<file path="src/rtl/l1_loop_wb_responder.sv">
// Wishbone responder for the L1 trigger loop: staged thresholds, count handshake, scaler reads.
// Acks 1 cycle after request (2 for scaler); THRESH writes stall while an apply sequence is running.
module l1_loop_wb_responder #(
  parameter int unsigned NBEAMS      = 2,
  parameter logic [17:0] THRESH_INIT = 18'd4000
) (
  input  logic              wb_clk_i,
  input  logic              wb_rst_i,
  input  logic              wb_cyc_i,
  input  logic              wb_stb_i,
  input  logic              wb_we_i,
  input  logic [21:0]       wb_adr_i,
  input  logic [31:0]       wb_dat_i,
  output logic [31:0]       wb_dat_o,
  output logic              wb_ack_o,
  output logic              count_start_o,
  input  logic              count_done_i,
  output logic [5:0]        scal_idx_o,
  input  logic [31:0]       scal_dat_i,
  output logic [17:0]       thresh_o,
  output logic [NBEAMS-1:0] thresh_ce_o,
  output logic              update_o,
  output logic              busy_o
);

  typedef enum logic [1:0] {AP_IDLE, AP_PREP, AP_LOAD, AP_UPDATE} ap_state_t;

  localparam logic [1:0] RG_CTRL   = 2'd0;
  localparam logic [1:0] RG_THRESH = 2'd1;
  localparam logic [1:0] RG_SCALER = 2'd2;

  ap_state_t   ap_state_q, ap_state_d;
  logic [5:0]  beam_q, beam_d;
  logic        pending_q, pending_d;
  logic        ack_q, ack_d;
  logic [31:0] dat_q, dat_d;
  logic        scal_pend_q, scal_pend_d;
  logic        scal_ok_q, scal_ok_d;
  logic [5:0]  scal_idx_q, scal_idx_d;
  logic        start_q, start_d;
  logic        apply_q, apply_d;
  logic        finished_q, finished_d;
  logic [17:0] staged_q [NBEAMS];
  logic [17:0] staged_d [NBEAMS];

  logic [1:0]  region;
  logic [5:0]  idx;
  logic        idx_ok;
  logic        req;
  logic        wr_stall;
  logic        accept;
  logic [17:0] thr_rd;
  logic [17:0] thr_ld;
  logic        unused_bits;

  assign region      = wb_adr_i[13:12];
  assign idx         = wb_adr_i[7:2];
  assign idx_ok      = idx < 6'(NBEAMS);
  assign unused_bits = ^{wb_adr_i[21:14], wb_adr_i[11:8], wb_adr_i[1:0], wb_dat_i[31:18]};

  // A request is only new when no ack or scaler fetch is outstanding.
  assign req      = wb_cyc_i & wb_stb_i & ~ack_q & ~scal_pend_q;
  assign wr_stall = wb_we_i & (region == RG_THRESH) & (ap_state_q != AP_IDLE);
  assign accept   = req & ~wr_stall;

  assign wb_ack_o      = ack_q;
  assign wb_dat_o      = dat_q;
  assign count_start_o = start_q;
  assign scal_idx_o    = scal_idx_q;
  assign update_o      = (ap_state_q == AP_UPDATE);
  assign busy_o        = (ap_state_q != AP_IDLE) | pending_q;

  always_comb begin
    thr_rd      = '0;
    thr_ld      = '0;
    thresh_ce_o = '0;
    for (int i = 0; i < NBEAMS; i++) begin
      if (idx == 6'(i)) thr_rd = staged_q[i];
      if (beam_q == 6'(i)) thr_ld = staged_q[i];
      thresh_ce_o[i] = (ap_state_q == AP_LOAD) && (beam_q == 6'(i));
    end
    thresh_o = (ap_state_q == AP_LOAD) ? thr_ld : 18'd0;
  end

  always_comb begin
    ack_d       = 1'b0;
    dat_d       = '0;
    scal_pend_d = 1'b0;
    scal_ok_d   = scal_ok_q;
    scal_idx_d  = scal_idx_q;
    start_d     = 1'b0;
    apply_d     = 1'b0;
    staged_d    = staged_q;
    if (scal_pend_q) begin
      // Second cycle of a scaler read; dropping stb here abandons it.
      if (wb_cyc_i & wb_stb_i) begin
        ack_d = 1'b1;
        dat_d = scal_ok_q ? scal_dat_i : 32'd0;
      end
    end else if (accept) begin
      case (region)
        RG_CTRL: begin
          ack_d = 1'b1;
          if (wb_we_i) begin
            start_d = wb_dat_i[0];
            apply_d = wb_dat_i[1];
          end else begin
            dat_d = {30'd0, busy_o, finished_q};
          end
        end
        RG_THRESH: begin
          ack_d = 1'b1;
          if (wb_we_i) begin
            for (int i = 0; i < NBEAMS; i++)
              if (idx == 6'(i)) staged_d[i] = wb_dat_i[17:0];
          end else begin
            dat_d = idx_ok ? {14'd0, thr_rd} : 32'd0;
          end
        end
        RG_SCALER: begin
          if (wb_we_i) begin
            ack_d = 1'b1;
          end else begin
            scal_pend_d = 1'b1;
            scal_ok_d   = idx_ok;
            scal_idx_d  = idx;
          end
        end
        default: ack_d = 1'b1;
      endcase
    end
  end

  always_comb begin
    finished_d = finished_q;
    if (start_q) finished_d = 1'b0;
    else if (count_done_i) finished_d = 1'b1;
  end

  always_comb begin
    ap_state_d = ap_state_q;
    beam_d     = beam_q;
    pending_d  = pending_q | (apply_q & (ap_state_q != AP_IDLE));
    case (ap_state_q)
      AP_IDLE: begin
        if (apply_q | pending_q) begin
          ap_state_d = AP_PREP;
          pending_d  = 1'b0;
        end
      end
      AP_PREP: begin
        ap_state_d = AP_LOAD;
        beam_d     = '0;
      end
      AP_LOAD: begin
        if (beam_q == 6'(NBEAMS - 1)) ap_state_d = AP_UPDATE;
        else beam_d = beam_q + 6'd1;
      end
      default: ap_state_d = AP_IDLE;
    endcase
  end

  always_ff @(posedge wb_clk_i) begin
    if (wb_rst_i) begin
      ap_state_q  <= AP_IDLE;
      beam_q      <= '0;
      pending_q   <= 1'b0;
      ack_q       <= 1'b0;
      dat_q       <= '0;
      scal_pend_q <= 1'b0;
      scal_ok_q   <= 1'b0;
      scal_idx_q  <= '0;
      start_q     <= 1'b0;
      apply_q     <= 1'b0;
      finished_q  <= 1'b0;
      for (int i = 0; i < NBEAMS; i++) staged_q[i] <= THRESH_INIT;
    end else begin
      ap_state_q  <= ap_state_d;
      beam_q      <= beam_d;
      pending_q   <= pending_d;
      ack_q       <= ack_d;
      dat_q       <= dat_d;
      scal_pend_q <= scal_pend_d;
      scal_ok_q   <= scal_ok_d;
      scal_idx_q  <= scal_idx_d;
      start_q     <= start_d;
      apply_q     <= apply_d;
      finished_q  <= finished_d;
      staged_q    <= staged_d;
    end
  end

endmodule

</file>
<file path="config.mk">
export PLATFORM = sky130hd
export DESIGN_NAME = l1_loop_wb_responder
export DESIGN_NICKNAME = d
export VERILOG_FILES = /design/src/rtl/l1_loop_wb_responder.sv
export SDC_FILE = /design/constraint.sdc
export NUM_CORES = 1
export LEC_CHECK = 0
export ABC_AREA = 1
export BUFFER_PORTS_ARGS = -buffer_cell sky130_fd_sc_hd__buf_4
export CAP_MARGIN = 30
export CORE_AREA = 2 2 118 142
export DETAILED_ROUTE_END_ITERATION = 12
export DIE_AREA = 0 0 120 144
export PLACE_DENSITY = 0.47
export SLEW_MARGIN = 20
export SYNTH_ARGS = -nofsm -noshare
export SYNTH_HDL_FRONTEND = slang
export SYNTH_SLANG_ARGS = --single-unit
</file>
<file path="constraint.sdc">
create_clock -name wb_clk_i -period 3 [get_ports wb_clk_i]
set_clock_uncertainty 0.05 [all_clocks]
set_input_delay 0.3 -clock wb_clk_i [delete_from_list [all_inputs] [get_ports wb_clk_i]]
set_output_delay 0.3 -clock wb_clk_i [all_outputs]
set_load 0.02 [all_outputs]
</file>
==> summary.md <==
| Metric | Value |
|---|---|
| CP Max Fanout | `17` |
| Hpwl dp | `8.67 mm` |
| Filler Cells Inserted | `1734` |
| Classification of the worst setup path | `reg -> out` |
| Number of library cell types mapped by synthesis | `31` |
| Rel. slew slack | `57.3%` |
| Post-CTS sizing | `0` |
| Tmin final | `2570 ps` |
| Commonest cells after routing, fill and taps aside | `146 x sky130_fd_sc_hd__nand2_1, 132 x sky130_fd_sc_hd__buf_4, 94 x sky130_fd_sc_hd__nor2_1` |
| Number of failing setup endpoints in the final timing report | `0` |
| P&R area growth vs syn | `36.6%` |
| Area of the placeable core | `0.0160 mm^2` |
| First-pass GRT wire length | `18.8 mm` |
| Maximum buffer depth of the clock tree | `2` |
| CTS H-tree depth | `3` |
| Number of placed instances, taps included | `871` |
| Max-slew violation count | `0` |
| Drt total wl | `12.1 mm` |
| Post-synthesis net count | `650` |
| Outcome | `complete, no violations` |
| CP cell instances | `inv_1, ha_1, inv_1, nor2_1, nand2_2, o22ai_1, buf_4` |
| Height of the chip | `144 um` |
| CTS tree | `done` |
| Maximum capacitance violations | `0` |
| Number of buffers inserted for hold repair after clock tree synthesis | `0` |
| Total track usage | `14.2%` |
| Setup Fix Bufs, Post-CTS | `0` |
| Worst vdd ir | `0.247 mV` |
| Post-Syn Area | `0.00390 mm^2` |
| Power per Cell Area | `542 mW/mm^2` |
| Final Hold Slack | `101 ps` |
| Total overflow reported by the global router | `0` |
| Hold Crit Depth | `3` |
| Effective utilization at floorplan | `24.4%` |
| HP Start | `scal_dat_i[2]` |
| Core Rows | `51` |
| Endpoint of the lowest-slack register-to-register path | `staged_q[3]` |
| Most used cell along the critical path | `sky130_fd_sc_hd__inv_1` |
| ANT cells | `0` |
| Required time worst endpoint | `2650 ps` |
| Critical path data arrival time | `2220 ps` |
| Crit start category | `flip-flop` |
| Count of final hold-check violations | `0` |
| Slowest cell on the critical path | `sky130_fd_sc_hd__dfxtp_1` |
| Startpoint of the worst register-to-register path | `ap_state_q[1]` |
| Vias in the first global route | `3777` |
| Final routed wire length divided by cell count | `13.7 um` |
| Vias per inst | `4.31` |
| Pleak | `2.75 nW` |
| Pin count of the biggest net entering global routing | `49` |
| Chip Width | `120 um` |
| Type of the most critical hold path | `in -> reg` |
| Clock-pin slew reported for the worst setup and hold paths after clock tree synthesis | `60 ps` |
| Capturing element type of the critical path | `output pin` |
| Proportion of synthesized chip area in sequential cells | `45.7%` |
| Leading cell type in the layout, fill and taps excluded | `sky130_fd_sc_hd__nand2_1` |
| Mean area per synthesized cell | `7.08 um^2` |
| Post-synthesis sequential element count | `89` |
| Clock root buffer | `sky130_fd_sc_hd__clkbuf_16` |
| Largest stage delay on the critical path | `320 ps` |
| Final weighted congestion in routability-driven placement | `0.777` |
| Final #Nets | `769` |
| Layout Cells excl Fill | `887` |
| Overall die area | `0.0173 mm^2` |
| Storage cell area | `0.00178 mm^2` |
| Total negative slack for setup checks | `0 ps` |
| Antenna violations before repair | `0` |
| DRC violations left | `0` |
| Total area of multi-input combinational cells | `0.00171 mm^2` |
| Warning count from the yosys run | `0` |
| Period utilisation layout | `85.7%` |
| Count of port buffers added during placement | `125` |
| Count of clock tree sinks | `89` |
| Slew @ Worst Pin | `640 ps` |
| Endpoint with the worst hold slack | `wb_dat_o[2]` |
| Iteration-0 DRC count of the detailed router | `172` |
| DRT antenna net count | `0` |
| Register-to-Register Setup Slack | `1000 ps` |
| Length in cells of the worst reg-to-reg path | `11` |
| Layout cells sized above 1 | `24.7%` |
| Post-layout util | `33.3%` |
| Clock buffer count from CTS | `9` |
| IO Pins | `154` |
| Setup repair after global routing missed its margin | `no` |
| Routed vias | `3825` |
| Drt pass-1 iters | `4` |
| Insertion delay of the later-clocked pin in the worst-skew pair | `340 ps` |
| Max Clock Freq | `0.389 GHz` |
| Cells after Synth | `551` |
per-stage QoR:
step                      power, mW  area (um^2)  setup WS, ps
after floorplan                1.54         3900           830
after global placement         1.75         5020           820
after detailed placement       1.76         5020           748
after CTS                      2.94         5330           357
after global routing           3.04         5330           144
final                          2.89         5330           428
sequential cells by signal (all words and copies together) (netlist names):
signal         flops
staged_q          36
wb_dat_o          32
beam_q             6
scal_idx_o         6
ap_state_q         2
apply_q            1
count_start_o      1
finished_q         1
pending_q          1
scal_ok_q          1
scal_pend_q        1
wb_ack_o           1
cell type report:
type	count	area share, %
clock buffer	14	5.14
timing repair buffer	132	18.6
sequential	89	33.4
tap	212	4.98
multi-input combinational	367	32.2
inverter	71	5.02
clock inverter	2	0.657
synth_stat cells (all sizes together):
| cell type | instances | area (um^2) |
|---|---|---|
| o22ai | 19 | 119 |
| xnor2 | 1 | 8.76 |
| nor2 | 102 | 408 |
| dfxtp | 89 | 1780 |
| buf | 18 | 115 |
| inv | 70 | 263 |
| nand4 | 30 | 194 |
| a22oi | 1 | 7.51 |
| nor3 | 5 | 30.0 |
| nand3 | 23 | 120 |
| ha | 7 | 87.6 |
| nand2 | 149 | 567 |
| or2 | 3 | 18.8 |
| nand3b | 1 | 7.51 |
| clkbuf | 6 | 22.5 |
| a21oi | 8 | 40.0 |
| xor2 | 1 | 8.76 |
| o21ai | 14 | 70.1 |
| clkinv | 1 | 5.00 |
| o21a | 1 | 7.51 |
| nor3b | 2 | 20.0 |
cells by family (layout without fill, tap and decap cells):
family | Yosys count | in the layout | synth area share (%)
DFF | 89 | 89 | 45.7
AOI/OAI and AO/OA | 43 | 43 | 6.25
buffers and inverters | 95 | 219 | 10.4
adders and majority gates | 7 | 7 | 2.24
xor gates and xnor gates | 2 | 2 | 0.449
and+or+nand+nor | 315 | 315 | 35.0
worst max path at each step:
stage,slack (ps),from,cells past startpoint,endpoint
floorplan,830,ap_state_q[0],7,thresh_o[10]
global placement,820,ap_state_q[0],7,thresh_o[0]
detailed placement,750,ap_state_q[0],7,thresh_o[15]
CTS,360,ap_state_q[0],7,thresh_o[15]
global route,140,ap_state_q[0],7,thresh_o[15]
finish,430,ap_state_q[0],7,thresh_o[0]
worst max-delay path, delay by kind of cell, from the launching register on:
kind	cells	cell delay (ps)
flops	1	320
compound gates	1	300
fa+ha+maj	1	320
simple gates	2	520
buf+inv	3	400
where the power goes:
| group | internal (mW) | total, mW | switching [mW] | leakage (nW) |
|---|---|---|---|---|
| logic | 0.198 | 0.501 | 0.304 | 1.88 |
| registers | 1.20 | 1.22 | 0.0176 | 0.718 |
| clock network | 0.713 | 1.17 | 0.455 | 0.153 |
| total | 2.11 | 2.89 | 0.776 | 2.75 |
routing by layer:
| layer | up-vias | wire length (um) | GRT usage (%) |
|---|---|---|---|
| met3 | 10 | 650 | 3.23 |
| met4 | 0 | 145 | 7.24 |
| met5 | - | 0 | 0 |
| met1 | 1751 | 5240 | 16.5 |
| li1 | 1967 | - | - |
| met2 | 97 | 6090 | 24.4 |
Power figures use the tool's default switching activity.
